`config.mk`:
```
export PLATFORM = sky130hd
export DESIGN_NAME = io_read_sched
export DESIGN_NICKNAME = d
export VERILOG_FILES = /design/src/rtl/io_read_sched.sv
export SDC_FILE = /design/constraint.sdc
export NUM_CORES = 1
export LEC_CHECK = 0
export CAP_MARGIN = 20
export CORE_MARGIN = 3
export CORE_UTILIZATION = 37
export CTS_CLUSTER_DIAMETER = 40
export DETAILED_ROUTE_END_ITERATION = 8
export GPL_TIMING_DRIVEN = 0
export PLACE_DENSITY_LB_ADDON = 0.15
export REMOVE_ABC_BUFFERS = 1
export SYNTH_ARGS = -nofsm -noshare
export SYNTH_HDL_FRONTEND = slang
export SYNTH_SLANG_ARGS = --single-unit
```
`constraint.sdc`:
```
create_clock -name clk_i -period 3.5 [get_ports clk_i]
set_input_delay 0.7 -clock clk_i [delete_from_list [all_inputs] [get_ports clk_i]]
set_output_delay 0.7 -clock clk_i [all_outputs]
set_load 0.02 [all_outputs]
```
`src/rtl/io_read_sched.sv`:
```
// IO read sequencer: decodes the IO read address to one of NDev input devices, runs a req/ack
// handshake with it and stalls the CPU until data (or a timeout/bad-address error) comes back.
module io_read_sched #(
  parameter int unsigned     NDev    = 4,
  parameter int unsigned     Dw      = 16,
  parameter int unsigned     Timeout = 16,
  parameter logic [Dw-1:0]   ErrData = Dw'(16'hDEAD)
) (
  input  logic               clk_i,
  input  logic               reset_i,
  input  logic               ior_i,
  input  logic [7:0]         io_addr_i,
  output logic [Dw-1:0]      io_rdata_o,
  output logic               io_valid_o,
  output logic               io_err_o,
  output logic               io_stall_o,
  output logic               dev_req_o,
  output logic [NDev-1:0]    dev_sel_o,
  input  logic [NDev-1:0]    dev_ack_i,
  input  logic [NDev*Dw-1:0] dev_data_i
);

  localparam int unsigned IdxW = (NDev > 1) ? $clog2(NDev) : 1;
  localparam int unsigned TmrW = $clog2(Timeout);

  typedef enum logic [2:0] {
    StIdle,
    StReq,
    StDone,
    StErr,
    StHold
  } state_e;

  state_e            state_q, state_d;
  logic [IdxW-1:0]   idx_q, idx_d;
  logic [TmrW-1:0]   timer_q, timer_d;
  logic [Dw-1:0]     rdata_q, rdata_d;

  logic [3:0]        addr_idx;
  logic              addr_ok;
  logic              sel_ack;
  logic [Dw-1:0]     sel_data;
  logic              unused_addr;

  assign addr_idx    = io_addr_i[7:4];
  assign addr_ok     = 32'(addr_idx) < NDev;
  assign unused_addr = ^io_addr_i[3:0];

  // Only the captured device's ack/data lane is ever looked at.
  always_comb begin
    sel_ack  = 1'b0;
    sel_data = '0;
    for (int unsigned i = 0; i < NDev; i++) begin
      if (idx_q == IdxW'(i)) begin
        sel_ack  = dev_ack_i[i];
        sel_data = dev_data_i[i*Dw +: Dw];
      end
    end
  end

  // State register.
  always_ff @(posedge clk_i) begin
    if (reset_i) begin
      state_q <= StIdle;
    end else begin
      state_q <= state_d;
    end
  end

  // Datapath registers tracking the access in flight.
  always_ff @(posedge clk_i) begin
    if (reset_i) begin
      idx_q   <= '0;
      timer_q <= '0;
      rdata_q <= '0;
    end else begin
      idx_q   <= idx_d;
      timer_q <= timer_d;
      rdata_q <= rdata_d;
    end
  end

  // Next-state and datapath update.
  always_comb begin
    state_d = state_q;
    idx_d   = idx_q;
    timer_d = timer_q;
    rdata_d = rdata_q;
    unique case (state_q)
      StIdle: begin
        if (ior_i) begin
          if (addr_ok) begin
            idx_d   = IdxW'(addr_idx);
            timer_d = '0;
            state_d = StReq;
          end else begin
            rdata_d = ErrData;
            state_d = StErr;
          end
        end
      end
      StReq: begin
        // An ack on the final allowed cycle takes priority over the timeout.
        if (sel_ack) begin
          rdata_d = sel_data;
          state_d = StDone;
        end else if (timer_q == TmrW'(Timeout - 1)) begin
          rdata_d = ErrData;
          state_d = StErr;
        end else begin
          timer_d = timer_q + TmrW'(1);
        end
      end
      StDone, StErr: begin
        state_d = StHold;
      end
      StHold: begin
        // Wait for the Controller to release ior so one strobe means one access.
        if (!ior_i) begin
          state_d = StIdle;
        end
      end
      default: begin
        state_d = StIdle;
      end
    endcase
  end

  // Outputs.
  always_comb begin
    io_valid_o = (state_q == StDone) || (state_q == StErr);
    io_err_o   = (state_q == StErr);
    dev_req_o  = (state_q == StReq);
    io_stall_o = ((state_q == StIdle) && ior_i) || (state_q == StReq);
    for (int unsigned i = 0; i < NDev; i++) begin
      dev_sel_o[i] = (state_q == StReq) && (idx_q == IdxW'(i));
    end
  end

  assign io_rdata_o = rdata_q;

`ifndef SYNTHESIS
  a_valid_pulse : assert property (@(posedge clk_i) disable iff (reset_i)
    io_valid_o |=> !io_valid_o);
  a_sel_onehot : assert property (@(posedge clk_i) disable iff (reset_i)
    dev_req_o |-> $onehot(dev_sel_o));
  a_rdata_stable : assert property (@(posedge clk_i) disable iff (reset_i)
    !(state_d inside {StDone, StErr}) |=> $stable(io_rdata_o));
`endif

endmodule

```
# Word level (Yosys, flattened, before mapping)
# Index checks and enable logic that the tools add are counted.
[word_totals] register_bits=25 input_bits=79 output_inout_bits=24 word_cells=60
[classes] addsub=1 magnitude_cmp=1 eq_ne=15 n_mux=24 reduce_logical=15
[op_table] cell="$mux 16" n=8
[op_table] cell="$pmux 16 s2" n=1
[op_table] cell="$mux 4" n=4
[op_table] cell="$mux 3" n=4
[op_table] cell="$ne 2x2->1 const B" n=6
[op_table] cell="$pmux 3 s4" n=1
[op_table] cell="$pmux 4 s2" n=1
[op_table] cell="$eq 3x2->1 const B" n=2
[op_table] cell="$reduce_and 3->1" n=2
[op_table] cell="$logic_and 1x1->1" n=5
[op_table] cell="$reduce_and 5->1" n=1
[op_table] cell="$add 4x1->4 const B" n=1
[op_table] cell="$eq 2x2->1 const B" n=2
[op_table] cell="$eq 4x4->1 const B" n=1
[op_table] cell="$lt 4x3->1 const B" n=1
[op_table] cell="$mux 1" n=4
[op_table] cell="$reduce_and 4->1" n=1
[op_table] cell="$eq 3x1->1 const B" n=1
[op_table] cell="$eq 3x3->1 const B" n=1
[op_table] cell="$logic_not 3->1" n=1
[op_table] cell="$ne 3x1->1 const B" n=1
[op_table] cell="$eq 2x1->1 const B" n=1
[op_table] cell="$logic_not 2->1" n=1
[op_table] cell="$logic_or 1x1->1" n=2
[op_table] cell="3 further kinds" n=3

# Depth between registers and ports, before layout
[depth] ltp_word=7 depth_mapped=6 mapped_depth_nobuf=5

# Worst setup path before layout
# OpenSTA, ideal clock, no wires.
[synth_path] kind="register to output" start="reg state_q[0]" end="out dev_sel_o[2]" arrival_ps=1420 t_required_ps=2800 path_slack_ps=1380 stages_incl_launch_ff=4 n_path_buf=1 cell_sequence="dfxtp_1 > or3b_1 > clkbuf_1 > nor3b_1"
[synth_via] elab_chain_cells=2
[synth_rtl] element="start: declaration" line="34" rtl="state_e state_q, state_d;"
[synth_rtl] element="start signal: assignment" line="64" rtl="state_q <= StIdle;"
[synth_rtl] element="start signal: assignment" line="66" rtl="state_q <= state_d;"
[synth_rtl] element="$eq 3x1->1" line="136" rtl="dev_sel_o[i] = (state_q == StReq) && (idx_q == IdxW'(i));"
[synth_rtl] element="$logic_and 1x1->1" line="136"
[synth_rtl] element="end: declaration" line="18" rtl="output logic [NDev-1:0] dev_sel_o,"
# No other way between the ends.

# Final worst setup path
[layout_path] start="reg idx_q[1]" end="out dev_sel_o[2]"
[layout_via] elab_chain_cells=2
[layout_rtl] element="start: declaration" line="35" rtl="logic [IdxW-1:0] idx_q, idx_d;"
[layout_rtl] element="start signal: assignment" line="77" rtl="idx_q <= idx_d;"
[layout_rtl] element="$eq 2x2->1" line="136"
[layout_rtl] element="$logic_and 1x1->1" line="136"
# No other way between the ends.

==> out/results.tsv <==
metric	value	unit
cts_tree	done	
route.detailed.drc	0	
yosysSeqAreaShare	0.357	
status	complete, no violations	
total_power	802	uW
wl_per_cell	17.6	um
row_count	21	
powerDensity	325	mW/mm^2
skew	0.00456	ns
grt_pass1_vias	1498	
synth_cell_types	28	
finalWirelength	4630	um
ios	103	
worstPathArrival	2.12	ns
layout_commonest_cell	clkdlybuf4s50_1	
utilization	0.707	
drtIter0Drc	52	
n_antenna_cell	0	
regArea	500	um^2
grt_antenna_before_repair	0	
clockBufferDepth	2	
hold_depth	2	
nNetsFinal	298	
area_growth	76.1	%
design_area	0.00247	mm^2
hold_violations	0	
crit_path_end_kind	output port	
dpl.hpwl	3620	um
die_y	67.6	um
peakVddDrop	0.185	mV
rsz0062_at_grt	false	
synth_edf_count	0	
postSynthCellCount	123	
most-common-layout-cells	clkdlybuf4s50_1, dfxtp_1, mux4_2	
core	0.00349	mm^2
yosysWarnings	0	
slew_headroom	0.377	
grt_pass1_wl	7060	um
slew_viol_final	0	
cts.sink_count	25	
clockRootBuffer	clkbuf_8	
nFillCells	260	
placed_area	0.00242	mm^2
track_usage	0.207	
tns	0	ns
worstSkewPairLatency	0.27	ns
drive_gt1_frac	0.106	
ctsResizeCount	0	
syn_area	0.00140	mm^2
dr.pass1.iters	4	
initial_core_util	0.401	
worstPathRequired	2.80	ns
synth_seq_cells	25	
vias_per_cell	5.37	
worstRegToRegCells	4	
multiInputGateArea	847	um^2
portBuffers	98	
numCtsBuffers	3	
worstHoldPathType	register to register	
h-tree-depth	1	
timing.hold.ws	0.480	ns
die_area	0.00457	mm^2
synthFlopType	dfxtp_1	
leakage	0.000858	uW
critPathKind	register to output port	
ant_nets	0	
grt_remaining_overflow	0	
cts_hold_buffers	0	
tightest_slew	0.933	ns
start_kind	register	
grt_max_degree	23	
fin_crit_sh	0.805	
postCtsSetupBuffers	0	
cp_max_fo	22	
drv_cap	0	
syn_avg_cell_area	11.4	um^2
clk_pin_slew	0.09	ns
num_vias	1411	
ys_async_sr_fraction	0	
gp_congestion	0.746	
max_freq	355	MHz
finalSetupViolations	0	
fp.dieW	67.6	um
finalCriticalPeriod	2.82	ns
## Yosys cell counts (3+ instances only)
| cell type | instances | area share |
|---|---|---|
| dfxtp_1 | 25 | 0.36 |
| mux4_2 | 17 | 0.27 |
| o221a_1 | 11 | 0.088 |
| nor2_1 | 10 | 0.027 |
| nand2_1 | 8 | 0.021 |
| a21oi_1 | 6 | 0.021 |
| clkbuf_1 | 5 | 0.013 |
| o21ai_0 | 5 | 0.018 |
| nor2b_1 | 4 | 0.018 |
| and3_1 | 3 | 0.013 |
| mux2i_1 | 3 | 0.021 |
| nor3_1 | 3 | 0.011 |
| xnor2_1 | 3 | 0.019 |
## cell families after synthesis
logic type / count (synthesis) / share of synthesized area
compound gates: 25 / 0.142
simple gates: 37 / 0.140
xor+xnor: 3 / 0.0187
mux: 20 / 0.294
buf+inv: 12 / 0.0392
flops: 25 / 0.357
fa+ha+maj: 1 / 0.00892
## final timing paths
kind                               startpoint        endpoint  slack (ns)
worst min-delay path            io_rdata_o[4]   io_rdata_o[4]        0.48
worst max register to register       idx_q[0]  io_rdata_o[14]        1.03
worst min register to register  io_rdata_o[4]   io_rdata_o[4]        0.48
worst max-delay path                 idx_q[1]    dev_sel_o[2]        0.68
## through the flow
step | setup WS, ns | instances
after global routing | 0.556 | 263
after detailed placement | 0.811 | 259
after global placement | 0.657 | 258
final | 0.681 | 263
after CTS | 0.660 | 263
after floorplan | 1.06 | 114
## area by class of cell
cell class              instances  share of cell area
clock buffers                   4              0.0182
flip-flops and latches         25               0.203
multi-input cells              86               0.343
repair buffers                 99               0.408
inverters                       3             0.00456
well taps                      46              0.0233
## sequential cells by signal (all words and copies together) (netlist names)
| signal | flops |
|---|---|
| io_rdata_o | 16 |
| timer_q | 4 |
| state_q | 3 |
| idx_q | 2 |
## metal layers
metal,global-route usage,part of all wire
met1,0.228,0.37
met5,0,0
met4,0.0557,0.013
met2,0.394,0.52
met3,0.0449,0.094
## worst max-delay path, stage by stage (launching register included)
cell and delay [ns]:
dfxtp_1 0.94, nor3b_1 0.27, clkdlybuf4s50_1 0.64
## where the power goes
group / switching [uW] / total [uW] / internal, uW
Combinational: 115 / 292 / 178
Sequential: 23.0 / 336 / 313
Clock: 92.1 / 174 / 81.5
Total: 230 / 802 / 572
(Power assumes the default switching activity.)
